## src/rtl/ann_neuron_sequencer_pkg.sv

```systemverilog
// Shared types and default constants for the neuron sequencer slice:
// FSM state encoding, default geometry and Q8.8 saturation bounds.
package ann_pkg;

  localparam int unsigned DEPTH  = 28;
  localparam int unsigned ADDR_W = 5;
  localparam int unsigned DATA_W = 16;
  localparam int unsigned FRAC_W = 8;
  localparam int unsigned ACC_W  = 40;

  typedef enum logic [2:0] {
    ST_IDLE,
    ST_LOAD,
    ST_LDFIN,
    ST_READ,
    ST_DRAIN,
    ST_DONE
  } state_e;

  function automatic longint sat_hi(input int unsigned w);
    return (64'sd1 <<< (w - 1)) - 64'sd1;
  endfunction

  function automatic longint sat_lo(input int unsigned w);
    return -(64'sd1 <<< (w - 1));
  endfunction

  localparam longint SAT_HI = sat_hi(DATA_W);
  localparam longint SAT_LO = sat_lo(DATA_W);

endpackage

```

## src/rtl/ann_neuron_sequencer_if.sv

```systemverilog
// Scheduler handshake, weight-load stream and weight/pixel memory bus of
// one neuron sequencer. master = scheduler/memory side, slave = sequencer.
interface ann_neuron_sequencer_if #(
  parameter int unsigned ADDR_W = ann_pkg::ADDR_W,
  parameter int unsigned DATA_W = ann_pkg::DATA_W
);

  logic              START;
  logic [DATA_W-1:0] BIAS;
  logic              LOAD_REQ;
  logic              LD_VALID;
  logic [DATA_W-1:0] LD_DATA;
  logic [ADDR_W-1:0] W_ADDR;
  logic              W_EN;
  logic              W_WE;
  logic [DATA_W-1:0] W_DI;
  logic [DATA_W-1:0] W_DO;
  logic [ADDR_W-1:0] X_ADDR;
  logic [DATA_W-1:0] X_DATA;
  logic              BUSY;
  logic [DATA_W-1:0] RESULT;
  logic              VALID;
  logic              ACK;
  logic              LOAD_DONE;

  modport master (
    output START, BIAS, LOAD_REQ, LD_VALID, LD_DATA, W_DO, X_DATA, ACK,
    input  W_ADDR, W_EN, W_WE, W_DI, X_ADDR, BUSY, RESULT, VALID, LOAD_DONE
  );

  modport slave (
    input  START, BIAS, LOAD_REQ, LD_VALID, LD_DATA, W_DO, X_DATA, ACK,
    output W_ADDR, W_EN, W_WE, W_DI, X_ADDR, BUSY, RESULT, VALID, LOAD_DONE
  );

endinterface

```

## src/rtl/ann_neuron_sequencer_mac_sat.sv

```systemverilog
// Registered signed MAC (bias preload, product pipeline register, accumulator)
// with shift/saturate output stage; ReLU when ANN_NEURON_SEQ_RELU_EN is defined.
module ann_mac_sat #(
  parameter int unsigned DATA_W = ann_pkg::DATA_W,
  parameter int unsigned FRAC_W = ann_pkg::FRAC_W,
  parameter int unsigned ACC_W  = ann_pkg::ACC_W
) (
  input  logic                     clk,
  input  logic                     rst_n,
  input  logic                     load_bias,
  input  logic                     mul_en,
  input  logic                     acc_en,
  input  logic                     res_load,
  input  logic signed [DATA_W-1:0] bias,
  input  logic signed [DATA_W-1:0] w,
  input  logic signed [DATA_W-1:0] x,
  output logic        [DATA_W-1:0] result
);
  import ann_pkg::*;

  localparam longint HI = sat_hi(DATA_W);
  localparam longint LO = sat_lo(DATA_W);

  logic signed [2*DATA_W-1:0] prod_q, prod_d;
  logic signed [ACC_W-1:0]    acc_q, acc_d, acc_sh;
  logic        [DATA_W-1:0]   result_q, result_d, sat;

  always_comb begin
    prod_d   = prod_q;
    acc_d    = acc_q;
    result_d = result_q;
    acc_sh   = acc_q >>> FRAC_W;

    if (longint'(acc_sh) > HI) begin
      sat = DATA_W'(HI);
    end else if (longint'(acc_sh) < LO) begin
      sat = DATA_W'(LO);
    end else begin
      sat = acc_sh[DATA_W-1:0];
    end
`ifdef ANN_NEURON_SEQ_RELU_EN
    if (sat[DATA_W-1]) begin
      sat = '0;
    end
`endif

    // The product register lags the BRAM by one cycle, so the accumulator
    // always adds the product captured on the previous edge.
    if (mul_en) begin
      prod_d = w * x;
    end
    if (load_bias) begin
      acc_d = ACC_W'(bias) <<< FRAC_W;
    end else if (acc_en) begin
      acc_d = acc_q + ACC_W'(prod_q);
    end
    if (res_load) begin
      result_d = sat;
    end
  end

  always_ff @(posedge clk or negedge rst_n) begin
    if (!rst_n) begin
      prod_q   <= '0;
      acc_q    <= '0;
      result_q <= '0;
    end else begin
      prod_q   <= prod_d;
      acc_q    <= acc_d;
      result_q <= result_d;
    end
  end

  assign result = result_q;

endmodule

```

## src/rtl/ann_neuron_sequencer.sv

```systemverilog
// Neuron dot-product sequencer: owns the weight BRAM port (reload and read),
// drives the pixel address and hands results to the scheduler. Optional
// ReLU output via ANN_NEURON_SEQ_RELU_EN (implemented in ann_mac_sat).
module ann_neuron_sequencer #(
  parameter int unsigned DEPTH  = ann_pkg::DEPTH,
  parameter int unsigned ADDR_W = ann_pkg::ADDR_W,
  parameter int unsigned DATA_W = ann_pkg::DATA_W,
  parameter int unsigned FRAC_W = ann_pkg::FRAC_W,
  parameter int unsigned ACC_W  = ann_pkg::ACC_W
) (
  input  logic                    CLK,
  input  logic                    RST_N,
  ann_neuron_sequencer_if.slave   bus
);
  import ann_pkg::*;

  localparam logic [ADDR_W-1:0] CNT_LAST = ADDR_W'(DEPTH - 1);

  state_e              state_q, state_d;
  logic [ADDR_W-1:0]   cnt_q, cnt_d;
  logic [ADDR_W-1:0]   w_addr_q, w_addr_d;
  logic [ADDR_W-1:0]   x_addr_q, x_addr_d;
  logic                w_en_q, w_en_d;
  logic                w_we_q, w_we_d;
  logic [DATA_W-1:0]   w_di_q, w_di_d;
  logic                valid_q, valid_d;
  logic                load_done_q, load_done_d;
  logic                busy_q, busy_d;

  logic                load_bias, mul_en, acc_en, res_load;

  always_comb begin
    state_d     = state_q;
    cnt_d       = cnt_q;
    w_addr_d    = w_addr_q;
    x_addr_d    = x_addr_q;
    w_en_d      = 1'b0;
    w_we_d      = 1'b0;
    w_di_d      = w_di_q;
    valid_d     = valid_q;
    load_done_d = 1'b0;
    load_bias   = 1'b0;
    mul_en      = 1'b0;
    acc_en      = 1'b0;
    res_load    = 1'b0;

    unique case (state_q)
      ST_IDLE: begin
        if (bus.LOAD_REQ) begin
          state_d = ST_LOAD;
          cnt_d   = '0;
        end else if (bus.START) begin
          state_d   = ST_READ;
          cnt_d     = '0;
          w_addr_d  = '0;
          x_addr_d  = '0;
          w_en_d    = 1'b1;
          load_bias = 1'b1;
        end
      end

      ST_LOAD: begin
        if (bus.LD_VALID) begin
          w_en_d   = 1'b1;
          w_we_d   = 1'b1;
          w_addr_d = cnt_q;
          w_di_d   = bus.LD_DATA;
          if (cnt_q == CNT_LAST) begin
            state_d = ST_LDFIN;
          end else begin
            cnt_d = cnt_q + 1'b1;
          end
        end
      end

      ST_LDFIN: begin
        load_done_d = 1'b1;
        state_d     = ST_IDLE;
      end

      // Edge k+1 captures the product for address k; edge k+2 accumulates it.
      ST_READ: begin
        mul_en = 1'b1;
        acc_en = (cnt_q != '0);
        if (cnt_q == CNT_LAST) begin
          state_d = ST_DRAIN;
        end else begin
          cnt_d    = cnt_q + 1'b1;
          w_addr_d = cnt_q + 1'b1;
          x_addr_d = cnt_q + 1'b1;
          w_en_d   = 1'b1;
        end
      end

      ST_DRAIN: begin
        acc_en  = 1'b1;
        state_d = ST_DONE;
      end

      ST_DONE: begin
        if (!valid_q) begin
          res_load = 1'b1;
          valid_d  = 1'b1;
        end else if (bus.ACK) begin
          valid_d = 1'b0;
          state_d = ST_IDLE;
        end
      end

      default: begin
        state_d = ST_IDLE;
      end
    endcase

    busy_d = (state_d != ST_IDLE);
  end

  always_ff @(posedge CLK or negedge RST_N) begin
    if (!RST_N) begin
      state_q     <= ST_IDLE;
      cnt_q       <= '0;
      w_addr_q    <= '0;
      x_addr_q    <= '0;
      w_en_q      <= 1'b0;
      w_we_q      <= 1'b0;
      w_di_q      <= '0;
      valid_q     <= 1'b0;
      load_done_q <= 1'b0;
      busy_q      <= 1'b0;
    end else begin
      state_q     <= state_d;
      cnt_q       <= cnt_d;
      w_addr_q    <= w_addr_d;
      x_addr_q    <= x_addr_d;
      w_en_q      <= w_en_d;
      w_we_q      <= w_we_d;
      w_di_q      <= w_di_d;
      valid_q     <= valid_d;
      load_done_q <= load_done_d;
      busy_q      <= busy_d;
    end
  end

  ann_mac_sat #(
    .DATA_W (DATA_W),
    .FRAC_W (FRAC_W),
    .ACC_W  (ACC_W)
  ) u_mac (
    .clk       (CLK),
    .rst_n     (RST_N),
    .load_bias (load_bias),
    .mul_en    (mul_en),
    .acc_en    (acc_en),
    .res_load  (res_load),
    .bias      (bus.BIAS),
    .w         (bus.W_DO),
    .x         (bus.X_DATA),
    .result    (bus.RESULT)
  );

  assign bus.W_ADDR    = w_addr_q;
  assign bus.X_ADDR    = x_addr_q;
  assign bus.W_EN      = w_en_q;
  assign bus.W_WE      = w_we_q;
  assign bus.W_DI      = w_di_q;
  assign bus.VALID     = valid_q;
  assign bus.LOAD_DONE = load_done_q;
  assign bus.BUSY      = busy_q;

endmodule
```

## src/flat_wrapper.sv

```systemverilog
// flat-port wrapper written by rule: the top's interface ports become plain ports
module ann_neuron_sequencer_flat import ann_pkg::*;
#(
  parameter int unsigned DEPTH  = ann_pkg::DEPTH,
  parameter int unsigned ADDR_W = ann_pkg::ADDR_W,
  parameter int unsigned DATA_W = ann_pkg::DATA_W,
  parameter int unsigned FRAC_W = ann_pkg::FRAC_W,
  parameter int unsigned ACC_W  = ann_pkg::ACC_W
)
  (CLK, RST_N, bus_START, bus_BIAS, bus_LOAD_REQ, bus_LD_VALID, bus_LD_DATA, bus_W_DO, bus_X_DATA, bus_ACK, bus_W_ADDR, bus_W_EN, bus_W_WE, bus_W_DI, bus_X_ADDR, bus_BUSY, bus_RESULT, bus_VALID, bus_LOAD_DONE);
  ann_neuron_sequencer_if #(.ADDR_W(ADDR_W), .DATA_W(DATA_W)) bus_i ();
  input  logic CLK;
  input  logic RST_N;
  input wire logic [$bits(bus_i.START)-1:0] bus_START;
  input wire logic [$bits(bus_i.BIAS)-1:0] bus_BIAS;
  input wire logic [$bits(bus_i.LOAD_REQ)-1:0] bus_LOAD_REQ;
  input wire logic [$bits(bus_i.LD_VALID)-1:0] bus_LD_VALID;
  input wire logic [$bits(bus_i.LD_DATA)-1:0] bus_LD_DATA;
  input wire logic [$bits(bus_i.W_DO)-1:0] bus_W_DO;
  input wire logic [$bits(bus_i.X_DATA)-1:0] bus_X_DATA;
  input wire logic [$bits(bus_i.ACK)-1:0] bus_ACK;
  output wire logic [$bits(bus_i.W_ADDR)-1:0] bus_W_ADDR;
  output wire logic [$bits(bus_i.W_EN)-1:0] bus_W_EN;
  output wire logic [$bits(bus_i.W_WE)-1:0] bus_W_WE;
  output wire logic [$bits(bus_i.W_DI)-1:0] bus_W_DI;
  output wire logic [$bits(bus_i.X_ADDR)-1:0] bus_X_ADDR;
  output wire logic [$bits(bus_i.BUSY)-1:0] bus_BUSY;
  output wire logic [$bits(bus_i.RESULT)-1:0] bus_RESULT;
  output wire logic [$bits(bus_i.VALID)-1:0] bus_VALID;
  output wire logic [$bits(bus_i.LOAD_DONE)-1:0] bus_LOAD_DONE;
  assign bus_i.START = bus_START;
  assign bus_i.BIAS = bus_BIAS;
  assign bus_i.LOAD_REQ = bus_LOAD_REQ;
  assign bus_i.LD_VALID = bus_LD_VALID;
  assign bus_i.LD_DATA = bus_LD_DATA;
  assign bus_i.W_DO = bus_W_DO;
  assign bus_i.X_DATA = bus_X_DATA;
  assign bus_i.ACK = bus_ACK;
  assign bus_W_ADDR = bus_i.W_ADDR;
  assign bus_W_EN = bus_i.W_EN;
  assign bus_W_WE = bus_i.W_WE;
  assign bus_W_DI = bus_i.W_DI;
  assign bus_X_ADDR = bus_i.X_ADDR;
  assign bus_BUSY = bus_i.BUSY;
  assign bus_RESULT = bus_i.RESULT;
  assign bus_VALID = bus_i.VALID;
  assign bus_LOAD_DONE = bus_i.LOAD_DONE;
  ann_neuron_sequencer #(.DEPTH(DEPTH), .ADDR_W(ADDR_W), .DATA_W(DATA_W), .FRAC_W(FRAC_W), .ACC_W(ACC_W)) u_core (.CLK(CLK), .RST_N(RST_N), .bus(bus_i));
endmodule
```

## config.mk

```make
export PLATFORM = sky130hd
export DESIGN_NAME = ann_neuron_sequencer_flat
export DESIGN_NICKNAME = d
export VERILOG_FILES = /design/src/rtl/ann_neuron_sequencer_pkg.sv /design/src/rtl/ann_neuron_sequencer_if.sv /design/src/rtl/ann_neuron_sequencer_mac_sat.sv /design/src/rtl/ann_neuron_sequencer.sv /design/src/flat_wrapper.sv
export SDC_FILE = /design/constraint.sdc
export NUM_CORES = 1
export LEC_CHECK = 0
export ABC_AREA = 1
export CAP_MARGIN = 30
export CORE_MARGIN = 5
export CORE_UTILIZATION = 40
export CTS_BUF_LIST = sky130_fd_sc_hd__clkbuf_4 sky130_fd_sc_hd__clkbuf_8
export CTS_CLUSTER_DIAMETER = 200
export DETAILED_ROUTE_END_ITERATION = 7
export PLACE_DENSITY_LB_ADDON = 0.05
export SLEW_MARGIN = 5
export SYNTH_ARGS = -nofsm -noshare
export SYNTH_HDL_FRONTEND = slang
export SYNTH_SLANG_ARGS = --single-unit
```

## constraint.sdc

```tcl
create_clock -name CLK -period 2.1 [get_ports CLK]
set_input_delay 0.63 -clock CLK [delete_from_list [all_inputs] [get_ports CLK]]
set_output_delay 0.63 -clock CLK [all_outputs]
set_load 0.01 [all_outputs]
```

; ---- After elaboration in Yosys (flattened, before gate mapping)
; Index checks and enable logic that the tools add are counted.
[totals]
ff_bits = 127
latchBits = 0
ram_bits = 0
mem_bits_ro = 0
input_bits = 70
output_inout_bits = 47
word_cells = 75
memories = 0
[op_classes]
n_addsub = 2
multipliers = 1
n_div = 0
magnitude_cmp = 2
eq_ne = 11
shift = 0
muxes = 36
bitwise = 0
reduce_logical = 10
[op_table]
columns = cell, n
row1 = 2-to-1 mux 40 bit, 2
row2 = adder 40 x 32 -> 40 bit, 1
row3 = 2-to-1 mux 5 bit, 7
row4 = "greater-than comparator 32 x 16 -> 1 bit, second input constant", 1
row5 = "< comparator 32 x 16 -> 1 bit, second input constant", 1
row6 = multiplier 16 x 16 -> 32 bit, 1
row7 = 2-to-1 mux 16 bit, 2
row8 = case mux 5 bit (3 select lines), 2
row9 = 2-to-1 mux 3 bit, 7
row10 = case mux 3 bit (5 select lines), 1
row11 = 2-to-1 mux 1 bit, 12
row12 = case mux 5 bit (2 select lines), 1
row13 = "!= test 2 bit, second input constant", 4
row14 = "equality test 3 x 2 -> 1 bit, second input constant", 2
row15 = "equality test 3 bit, second input constant", 2
row16 = nonzero test 3 bit, 2
row17 = "adder 5 x 1 -> 5 bit, second input constant", 1
row18 = "equality test 5 bit, second input constant", 1
row19 = AND reduction 5 bit, 1
row20 = nonzero test 5 bit, 1
row21 = AND reduction 4 bit, 1
row22 = nonzero test 2 bit, 2
row23 = "equality test 3 x 1 -> 1 bit, second input constant", 1
row24 = logical NOT 3 bit, 1
row25 = 5 further kinds, 5

; ---- Logic depth before layout (Yosys ltp)
; Gate-level depths: netlist (run 1).
[logic_depth]
depth_word = 5
mapped_depth = 28
depth_no_buf = 26

; ---- Modules after synthesis
; From an unflattened synthesis (run 1), not the netlist that was laid out.
[hier_totals]
hier_cells = 2758
hier_area_um2 = 19472.4
[by_module_without_submodules]
columns = mod, instances, cells_per_inst, area_each_um2, seq_area_each_um2
row1 = ann_mac_sat, 1, 2526, 17601.9, 2202.1
row2 = ann_neuron_sequencer, 1, 232, 1870.5, 975.9

; ---- Worst setup path after synthesis (run 1)
; Ideal clock, no wire load.
[synth_path]
path_type = input -> register
startpoint = in bus_X_DATA[5]
endpoint = reg u_core.u_mac.prod_q[31]
setup_ps = 118
arrival_time_ps = 6079
required_ps = 1982
setup_slack_ps = -4097
cell_stages = 24
path_buffers = 2
path_cell_list = clkbuf_1 -> clkbuf_1 -> nand2_1 -> fa_1 -> inv_1 -> fa_1 -> inv_1 -> fa_1 -> inv_1 -> fa_1 -> fa_1 -> inv_1 -> fa_1 -> inv_1 -> ha_1 -> nand2_1 -> nor2_1 -> nand2_1 -> nor3_1 -> nand2_1 -> nand3_1 -> nand3_1 -> nand3_1 -> nand2_1
[synth_between]
elab_chain_len = 1
[synth_rtl]
columns = element, line
row1 = start: declaration, flat_wrapper.sv:20  ; input wire logic [$bits(bus_i.X_DATA)-1:0] bus_X_DATA;
row2 = multiplier 16 x 16 -> 32 bit, ann_neuron_sequencer_mac_sat.sv:50  ; prod_d = w * x;
row3 = end signal: assignment, ann_neuron_sequencer_mac_sat.sv:68  ; prod_q <= prod_d;
row4 = end: declaration, ann_neuron_sequencer_mac_sat.sv:24  ; logic signed [2*DATA_W-1:0] prod_q, prod_d;
; Every way passes these cells.
; A chain may end at the register's enable or synchronous reset.

; ---- Worst setup path in the final report (run 1)
[layout_path]
startpoint = in bus_W_DO[15]
endpoint = reg u_core.u_mac.prod_q[27]
[layout_between]
elab_chain_len = 1
[layout_rtl]
columns = element, line
row1 = start: declaration, flat_wrapper.sv:19  ; input wire logic [$bits(bus_i.W_DO)-1:0] bus_W_DO;
row2 = multiplier 16 x 16 -> 32 bit, ann_neuron_sequencer_mac_sat.sv:50
; Every way passes these cells.

==> out/summary.log, run 1 <==
qor: place.portBuffers 116
qor: critical_path.cp_max_fo 8
qor: detailed_routing.drt-pass1-iter-count 5
qor: synthesis.post_synth_net_total 3122
qor: global_route.overflow 0
qor: critical_path.slowest_stage fa_2
qor: timing.finalWorstSetupSlack -3.15 ns
qor: cts.number_of_clock_buffers_inserted_by_tritoncts 17
qor: detailed_routing.drt-initial-drc-count 1030
qor: global_route.grt_pass1_vias 19351
qor: place.hpwlAfterDp 50.9 mm
qor: place.routabilityCongestion 0.951
qor: synthesis.yosys.area.top_type_share 27.7%
qor: floorplanning.height_of_the_die 228 µm
qor: final_layout.num_antenna_cells 0
qor: critical_path.path_delay_family adder cells
qor: critical_path.cp.arrival 5.62 ns
qor: synthesis.synthesis.area_per_instance 7.13 µm²
qor: synthesis.ffs_latches_synth 127
qor: floorplanning.num_rows 80
qor: cts.cts_tree done
qor: timing.finalHoldViolCount 0
qor: timing.finalClockSkew 0.0156 ns
qor: cts.cts.clk_slew.worst_paths 0.09 ns
qor: timing.max_slew_violations 0
qor: detailed_routing.dr_total_vias 18643
qor: detailed_routing.via_per_inst 4.92
qor: global_route.grt_start_max_net_pins 50
qor: floorplanning.die_width 228 µm
qor: synthesis.post-synth-top-area-cell fa_1
qor: timing.grt_setup_unrepaired true
qor: timing.timing.final.crit_share 250%
qor: detailed_routing.drc 0
qor: critical_path.worstRegToRegCells 15
qor: place.placed_area 0.0241 mm²
qor: critical_path.crit_path_frequent_cell fa_1
qor: synthesis.synth_area 0.0190 mm²
qor: floorplanning.io_pins 117
qor: timing.maxSlewHeadroom 51.0%
qor: cts.clkLatencyLatePin 0.49 ns
qor: cts.cts_hold_buffers_added 0
qor: global_route.grtUsageTotal 25.2%
qor: timing.tns -77.11 ns
qor: critical_path.setup.reg_to_reg.worst_slack -0.02 ns
qor: timing.worst_pin_slew 0.734 ns
qor: synthesis.ys_types 43
qor: critical_path.worstReg2RegEnd u_core.u_mac.acc_q[30]
qor: final_layout.post_route_cells_drive_above_1_share 35.3%
qor: final_layout.final_cell_area 0.0284 mm²
qor: final_layout.final_core_util 60.0%
qor: timing.setup-violations-final 31
qor: floorplanning.die_area 0.0520 mm²
qor: critical_path.worst-endpoint-required 2.47 ns
qor: worst_hold_path.worst_hold_path_type in -> async
qor: run_status.failed_checks negative setup slack
qor: detailed_routing.average_routed_wire_per_standard_cell 17.3 µm
qor: run_status.status finished with violations
qor: synthesis.synthCells 2666
qor: detailed_routing.route.antenna.remaining_nets 0
qor: floorplanning.initial_utilization 40.2%
qor: synthesis.ys_top_cells_by_area fa_1, nand2_1, dfrtp_1
qor: cts.max-clock-path-buffers 2
qor: timing.finalWorstPathRequiredPeriod 5.25 ns
qor: critical_path.cp.depth 22
qor: critical_path.rr_startpoint u_core.u_mac.prod_q[0]
qor: critical_path.critical_path.startpoint bus_W_DO[15]
qor: critical_path.worst_setup_path_end_kind flip-flop
qor: final_layout.layout.nets 3618
qor: synthesis.ys_warn_count 0
qor: critical_path.timing_worst_setup_path_type in -> reg
qor: detailed_routing.detail_route.wirelength 65.5 mm
qor: critical_path.worst_setup_path_endpoint u_core.u_mac.prod_q[27]
qor: flow_run.max-cap-violations 0
qor: global_route.grt_first_pass_wirelength 104 mm
qor: global_route.initial_antenna_violation_count 0
qor: critical_path.cp_cell_sequence buf_12 -> nand2_4 -> inv_4 -> fa_2 -> buf_6 -> fa_2 -> buf_6 -> fa_1 -> fa_1 -> fa_1 -> inv_2 -> fa_1 -> inv_2 -> ha_4 -> nand2_4 -> buf_6 -> nor3_4 -> nand4_1 -> nand3_1 -> nand2_1 -> nand3_2 -> nand2_1
qor: cts.clock_sinks 127
qor: cts.clk_root_buffer_cell clkbuf_8
qor: final_layout.area_growth 49.4%
qor: final_layout.fillers 4430
qor: synthesis.synth.yosys.seq_area_share 16.7%
qor: critical_path.worst_path_largest_cell_delay 0.63 ns
qor: floorplanning.fp.coreArea 0.0473 mm²
qor: critical_path.cp.buffers_inverters 7
qor: timing.max_freq 190 MHz
qor: cts.htree_num_levels 4
qor: critical_path.crit_path_start_kind primary input
-- registers in the layout, summed over array words and instances (netlist names) --
register / cells
u_core.u_mac.result: 16
u_core.cnt_q: 5
u_core.bus.W_ADDR: 5
u_core.bus.W_DI: 16
u_core.u_mac.prod_q: 32
u_core.bus.X_ADDR: 5
u_core.bus.W_WE: 1
u_core.state_q: 3
u_core.bus.LOAD_DONE: 1
u_core.u_mac.acc_q: 40
u_core.bus.VALID: 1
u_core.bus.W_EN: 1
u_core.bus.BUSY: 1
-- how the worst min path moves through the flow --
stage	from	to	slack [ns]	cells after the start
detailed placement	u_core.bus.W_DI[4]	u_core.bus.W_DI[4]	0.46	2
global placement	u_core.bus.W_DI[12]	u_core.bus.W_DI[12]	0.45	2
finish	RST_N	u_core.u_mac.acc_q[6]	0.04	1
global route	RST_N	u_core.u_mac.acc_q[6]	0.04	1
floorplan	RST_N	u_core.bus.BUSY	0.33	0
CTS	RST_N	u_core.u_mac.acc_q[6]	0.007	1
-- cell usage after synthesis --
library cell and n:
o211ai_1 2, o21bai_1 8, or2_2 7, a21boi_0 1, o21bai_2 1, inv_1 641
o21ai_0 69, nand2_1 848, o22ai_1 3, inv_4 2, inv_6 1, xnor2_1 15
buf_1 4, o31ai_1 2, nand3b_1 11, dfrtp_1 127, nand2_2 2, a22oi_1 1
and3_1 1, buf_2 10, fa_1 263, a21o_1 2, nand2_4 1, clkinv_1 1
nand3_1 116, nor3_1 12, nor2_4 2, a22o_1 7, clkbuf_1 63, a21oi_2 2
o21ai_2 11, a21oi_1 86, ha_1 123, buf_6 3, nor2_8 3, inv_2 7
a31oi_1 8, xor2_1 7, o21ai_1 12, and2_1 1, nand4_1 33, nor4_1 5
nor2_1 142
-- what timing repair did --
action	4_1_cts	5_1_grt
gates cloned	17	0
pin swaps	171	244
gates resized for setup	407	475
setup endpoints to repair	62	88
buffers inserted	74	46
-- per-layer routing --
layer  global-route usage, %  vias up  routed length, µm  part of all wire [%]
li1                        -     8941                  -                     -
met1                    36.4     9211              30700                    47
met2                    39.3      429              29600                    45
met3                    5.89       62               4000                   6.1
met4                    4.86        0               1140                   1.7
met5                       0        -                  0                     0
-- per-stage QoR --
stage          hold WS, ns  cells  setup slack, ns
3_3_place_gp         0.455   3627            -4.22
2_1_floorplan        0.334   2666            -3.39
6_report            0.0408   3789            -3.15
5_1_grt             0.0428   3789            -3.32
3_5_place_dp         0.457   3627            -4.20
4_1_cts            0.00746   3748            -3.13
-- cell type report --
| type | instances | area (µm²) | area share [%] |
|---|---|---|---|
| timing repair buffer | 557 | 5500 | 19.3 |
| multi-input combinational | 1807 | 16100 | 56.6 |
| sequential | 127 | 3190 | 11.2 |
| inverter | 652 | 2490 | 8.78 |
| clock buffer | 20 | 269 | 0.947 |
| clock inverter | 11 | 110 | 0.388 |
| tap | 615 | 769 | 2.71 |
-- placed cells by master (no fill, tap or decap), drive strengths merged, types with 12 or more instances in the layout --
cell             n
clkbuf          21
fa             263
clkdlybuf4s50   64
nand2          851
a21oi           88
dlymetal6s2s    15
xnor2           15
nand3          116
ha             123
inv            653
o21ai           92
dfrtp          127
nor3            12
nor2           147
nand4           33
buf            465
-- logic make-up after synthesis --
| kind of cell | share of synthesized area (%) |
|---|---|
| DFF | 16.7 |
| adders and majority gates | 35.8 |
| AOI/OAI and AO/OA | 6.37 |
| xor gates and xnor gates | 1.01 |
| and+or+nand+nor | 25.4 |
| buffers and inverters | 14.7 |
Power of run 1 is not shown: default switching activity piles up to over one toggle a cycle in this logic, so the estimate is an artifact.
==> run 2, diff against run 1 <==
- TNS_END_PERCENT: unset -> 20
- clock period: 2.1 -> 6.26 ns (I/O delays scaled with it)
==> out/summary.log, run 2 (synthesis gave the netlist of run 1 again) <==
qor: cts.htree_num_levels 4 [unchanged]
qor: cts.max-clock-path-buffers 2 [unchanged]
qor: floorplanning.height_of_the_die 228 µm [unchanged]
qor: timing.finalClockSkew 0.0162 ns [was 0.0156 ns]
qor: detailed_routing.detail_route.wirelength 60.4 mm [was 65.5 mm]
qor: floorplanning.die_width 228 µm [unchanged]
qor: timing.maxSlewHeadroom 45.2% [was 51.0%]
qor: critical_path.worst-endpoint-required 6.62 ns [was 2.47 ns]
qor: cts.cts_hold_buffers_added 0 [unchanged]
qor: place.portBuffers 116 [unchanged]
qor: timing.finalHoldViolCount 0 [unchanged]
qor: timing.grt_setup_unrepaired true [unchanged]
qor: final_layout.reg_top3 u_core.u_mac.acc_q: 40 flops, u_core.u_mac.prod_q: 32 flops [unchanged]
qor: worst_hold_path.holdPathEnd u_core.bus.W_DI[0]
qor: critical_path.crit_path_start_kind primary input [unchanged]
qor: place.routabilityCongestion 0.929 [was 0.951]
qor: floorplanning.initial_utilization 40.2% [unchanged]
qor: detailed_routing.average_routed_wire_per_standard_cell 16.8 µm [was 17.3 µm]
qor: global_route.grt_start_max_net_pins 79 [was 50]
qor: final_layout.layout.nets 3427 [was 3618]
qor: global_route.grtUsageTotal 23.6% [was 25.2%]
qor: final_layout.post_route_cells_drive_above_1_share 19.1% [was 35.3%]
qor: detailed_routing.drc 0 [unchanged]
qor: critical_path.worstRegToRegCells 10 [was 15]
qor: floorplanning.fp.coreArea 0.0473 mm² [unchanged]
qor: worst_hold_path.worst_hold_path.num_cells 2
qor: critical_path.setup.reg_to_reg.worst_slack 3.45 ns [was -0.02 ns]
qor: final_layout.final_core_util 51.7% [was 60.0%]
qor: detailed_routing.dr_total_vias 17203 [was 18643]
qor: critical_path.worstReg2RegEnd u_core.u_mac.acc_q[34] [was u_core.u_mac.acc_q[30]]
qor: floorplanning.io_pins 117 [unchanged]
qor: cts.cts_tree done [unchanged]
qor: timing.timing.final.crit_share 104%
qor: cts.clock_sinks 127 [unchanged]
qor: global_route.initial_antenna_violation_count 0 [unchanged]
qor: worst_hold_path.worst_hold_path_type reg -> reg [was in -> async]
qor: global_route.grt_first_pass_wirelength 98.8 mm [was 104 mm]
qor: critical_path.worst_setup_path_end_kind flip-flop [unchanged]
qor: timing.max_slew_violations 0 [unchanged]
qor: cts.clkLatencyLatePin 0.48 ns [was 0.49 ns]
qor: critical_path.cp_max_fo 6 [was 8]
qor: final_layout.most_common_cell_after_layout_fill_and_taps_aside nand2_1 [unchanged]
qor: critical_path.cp.arrival 6.88 ns [was 5.62 ns]
qor: floorplanning.die_area 0.0520 mm² [unchanged]
qor: final_layout.most-common-layout-cells nand2_1, inv_1, fa_1 [was nand2_1, inv_1, buf_4]
qor: final_layout.num_antenna_cells 0 [unchanged]
qor: timing.max_freq 154 MHz
qor: cts.cts.clk_slew.worst_paths 0.07 ns [was 0.09 ns]
qor: cts.clk_root_buffer_cell clkbuf_8 [unchanged]
qor: run_status.status finished with violations [unchanged]
qor: final_layout.largest_reg_flops 40 [unchanged]
qor: global_route.grt_pass1_vias 18340 [was 19351]
qor: cts.number_of_clock_buffers_inserted_by_tritoncts 17 [unchanged]
qor: run_status.failed_checks negative setup slack [unchanged]
qor: detailed_routing.route.antenna.remaining_nets 0 [unchanged]
qor: final_layout.max_flop_register u_core.u_mac.acc_q [unchanged]
qor: place.hpwlAfterDp 49.4 mm [was 50.9 mm]
qor: timing.worst_hold_slack 0.474 ns [was 0.0408 ns]
qor: final_layout.fillers 4658 [was 4430]
qor: flow_run.max-cap-violations 0 [unchanged]
qor: worst_hold_path.hold_path.startpoint u_core.bus.W_DI[0]
qor: global_route.overflow 0 [unchanged]
qor: detailed_routing.drt-pass1-iter-count 5 [unchanged]
qor: critical_path.rr_startpoint u_core.state_q[2] [was u_core.u_mac.prod_q[0]]
qor: critical_path.timing_worst_setup_path_type in -> reg [unchanged]
qor: floorplanning.num_rows 80 [unchanged]
qor: detailed_routing.via_per_inst 4.78 [was 4.92]
qor: timing.finalWorstPathRequiredPeriod 6.51 ns
qor: timing.finalWorstSetupSlack -0.253 ns [was -3.15 ns]
qor: detailed_routing.drt-initial-drc-count 880 [was 1030]
qor: final_layout.area_growth 28.8% [was 49.4%]
qor: timing.worst_pin_slew 0.822 ns [was 0.734 ns]
qor: timing.setup-violations-final 20 [was 31]
-- run 2: changes by cell type in the layout (fill, tap and decap cells not counted), sizes merged --
| cell | previous run | this run |
|---|---|---|
| bufbuf | 4 | 8 |
| clkinv | 7 | 5 |
| inv | 653 | 652 |
| clkdlybuf4s50 | 64 | 84 |
| dlymetal6s2s | 15 | 0 |
| clkdlybuf4s15 | 3 | 4 |
| bufinv | 1 | 3 |
| clkinvlp | 2 | 5 |
| buf | 465 | 261 |
-- run 2: area by class of cell --
class                   instances  area (µm²)  share of cell area [%]
multi-input cells            1807       14000                    57.3
repair buffers                366        3640                    14.9
flip-flops and latches        127        3180                    13.0
inverters                     652        2470                    10.1
well taps                     615         769                    3.14
clock buffers                  17         234                   0.955
clock inverters                13         168                   0.684
-- run 2: worst max-delay path, stage by stage --
cell	delay, ns
buf_2	0.15
buf_12	0.15
nand2_1	0.06
inv_1	0.05
fa_1	0.54
inv_2	0.05
fa_1	0.53
inv_1	0.05
fa_1	0.56
fa_2	0.47
fa_1	0.51
inv_1	0.05
fa_1	0.52
inv_1	0.06
ha_4	0.27
buf_4	0.16
a21oi_4	0.14
o21ai_2	0.09
nand2_1	0.08
nand2_2	0.07
nand2_2	0.09
nand2_1	0.05
nor2_1	0.10
nand2_1	0.08
nand3_2	0.08
nand2_1	0.05
-- run 2: worst max-delay path by stage --
stage	depth (start not counted)	to	from
after floorplan	24	u_core.u_mac.prod_q[31]	bus_X_DATA[5]
after global placement	24	u_core.u_mac.prod_q[26]	bus_W_DO[15]
after detailed placement	21	u_core.u_mac.prod_q[26]	bus_X_DATA[12]
after CTS	25	u_core.u_mac.prod_q[31]	bus_W_DO[15]
after global routing	27	u_core.u_mac.prod_q[31]	bus_W_DO[15]
final	26	u_core.u_mac.prod_q[31]	bus_W_DO[12]
-- run 2: metal layers --
layer / vias up / track usage (%) / part of all wire [%]
met5: - / 0 / 0
met4: 0 / 8.56 / 4.1
met3: 99 / 1.85 / 2.4
met2: 305 / 42.8 / 51
met1: 8264 / 29.5 / 43
li1: 8535 / - / -
-- run 2: per-stage QoR --
step           TNS (ns)  cell area [µm²]  setup slack (ns)  instances
2_1_floorplan     -6.86            19500            -0.488       2666
4_1_cts           -2.13            24300            -0.212       3594
3_5_place_dp     -28.21            22600             -1.45       3508
6_report          -2.59            24500            -0.253       3597
5_1_grt           -6.66            24500            -0.405       3597
3_3_place_gp     -27.46            22600             -1.45       3508
-- run 2: timing repair --
action / CTS / global route
setup endpoints to repair: 23 / 23
resized for setup: 342 / 53
cloned: 9 / 1
endpoints found under the hold margin: 0 / 0
buffers inserted: 47 / 2
pin swaps: 166 / 26
Power of run 2 is left out for the same reason.
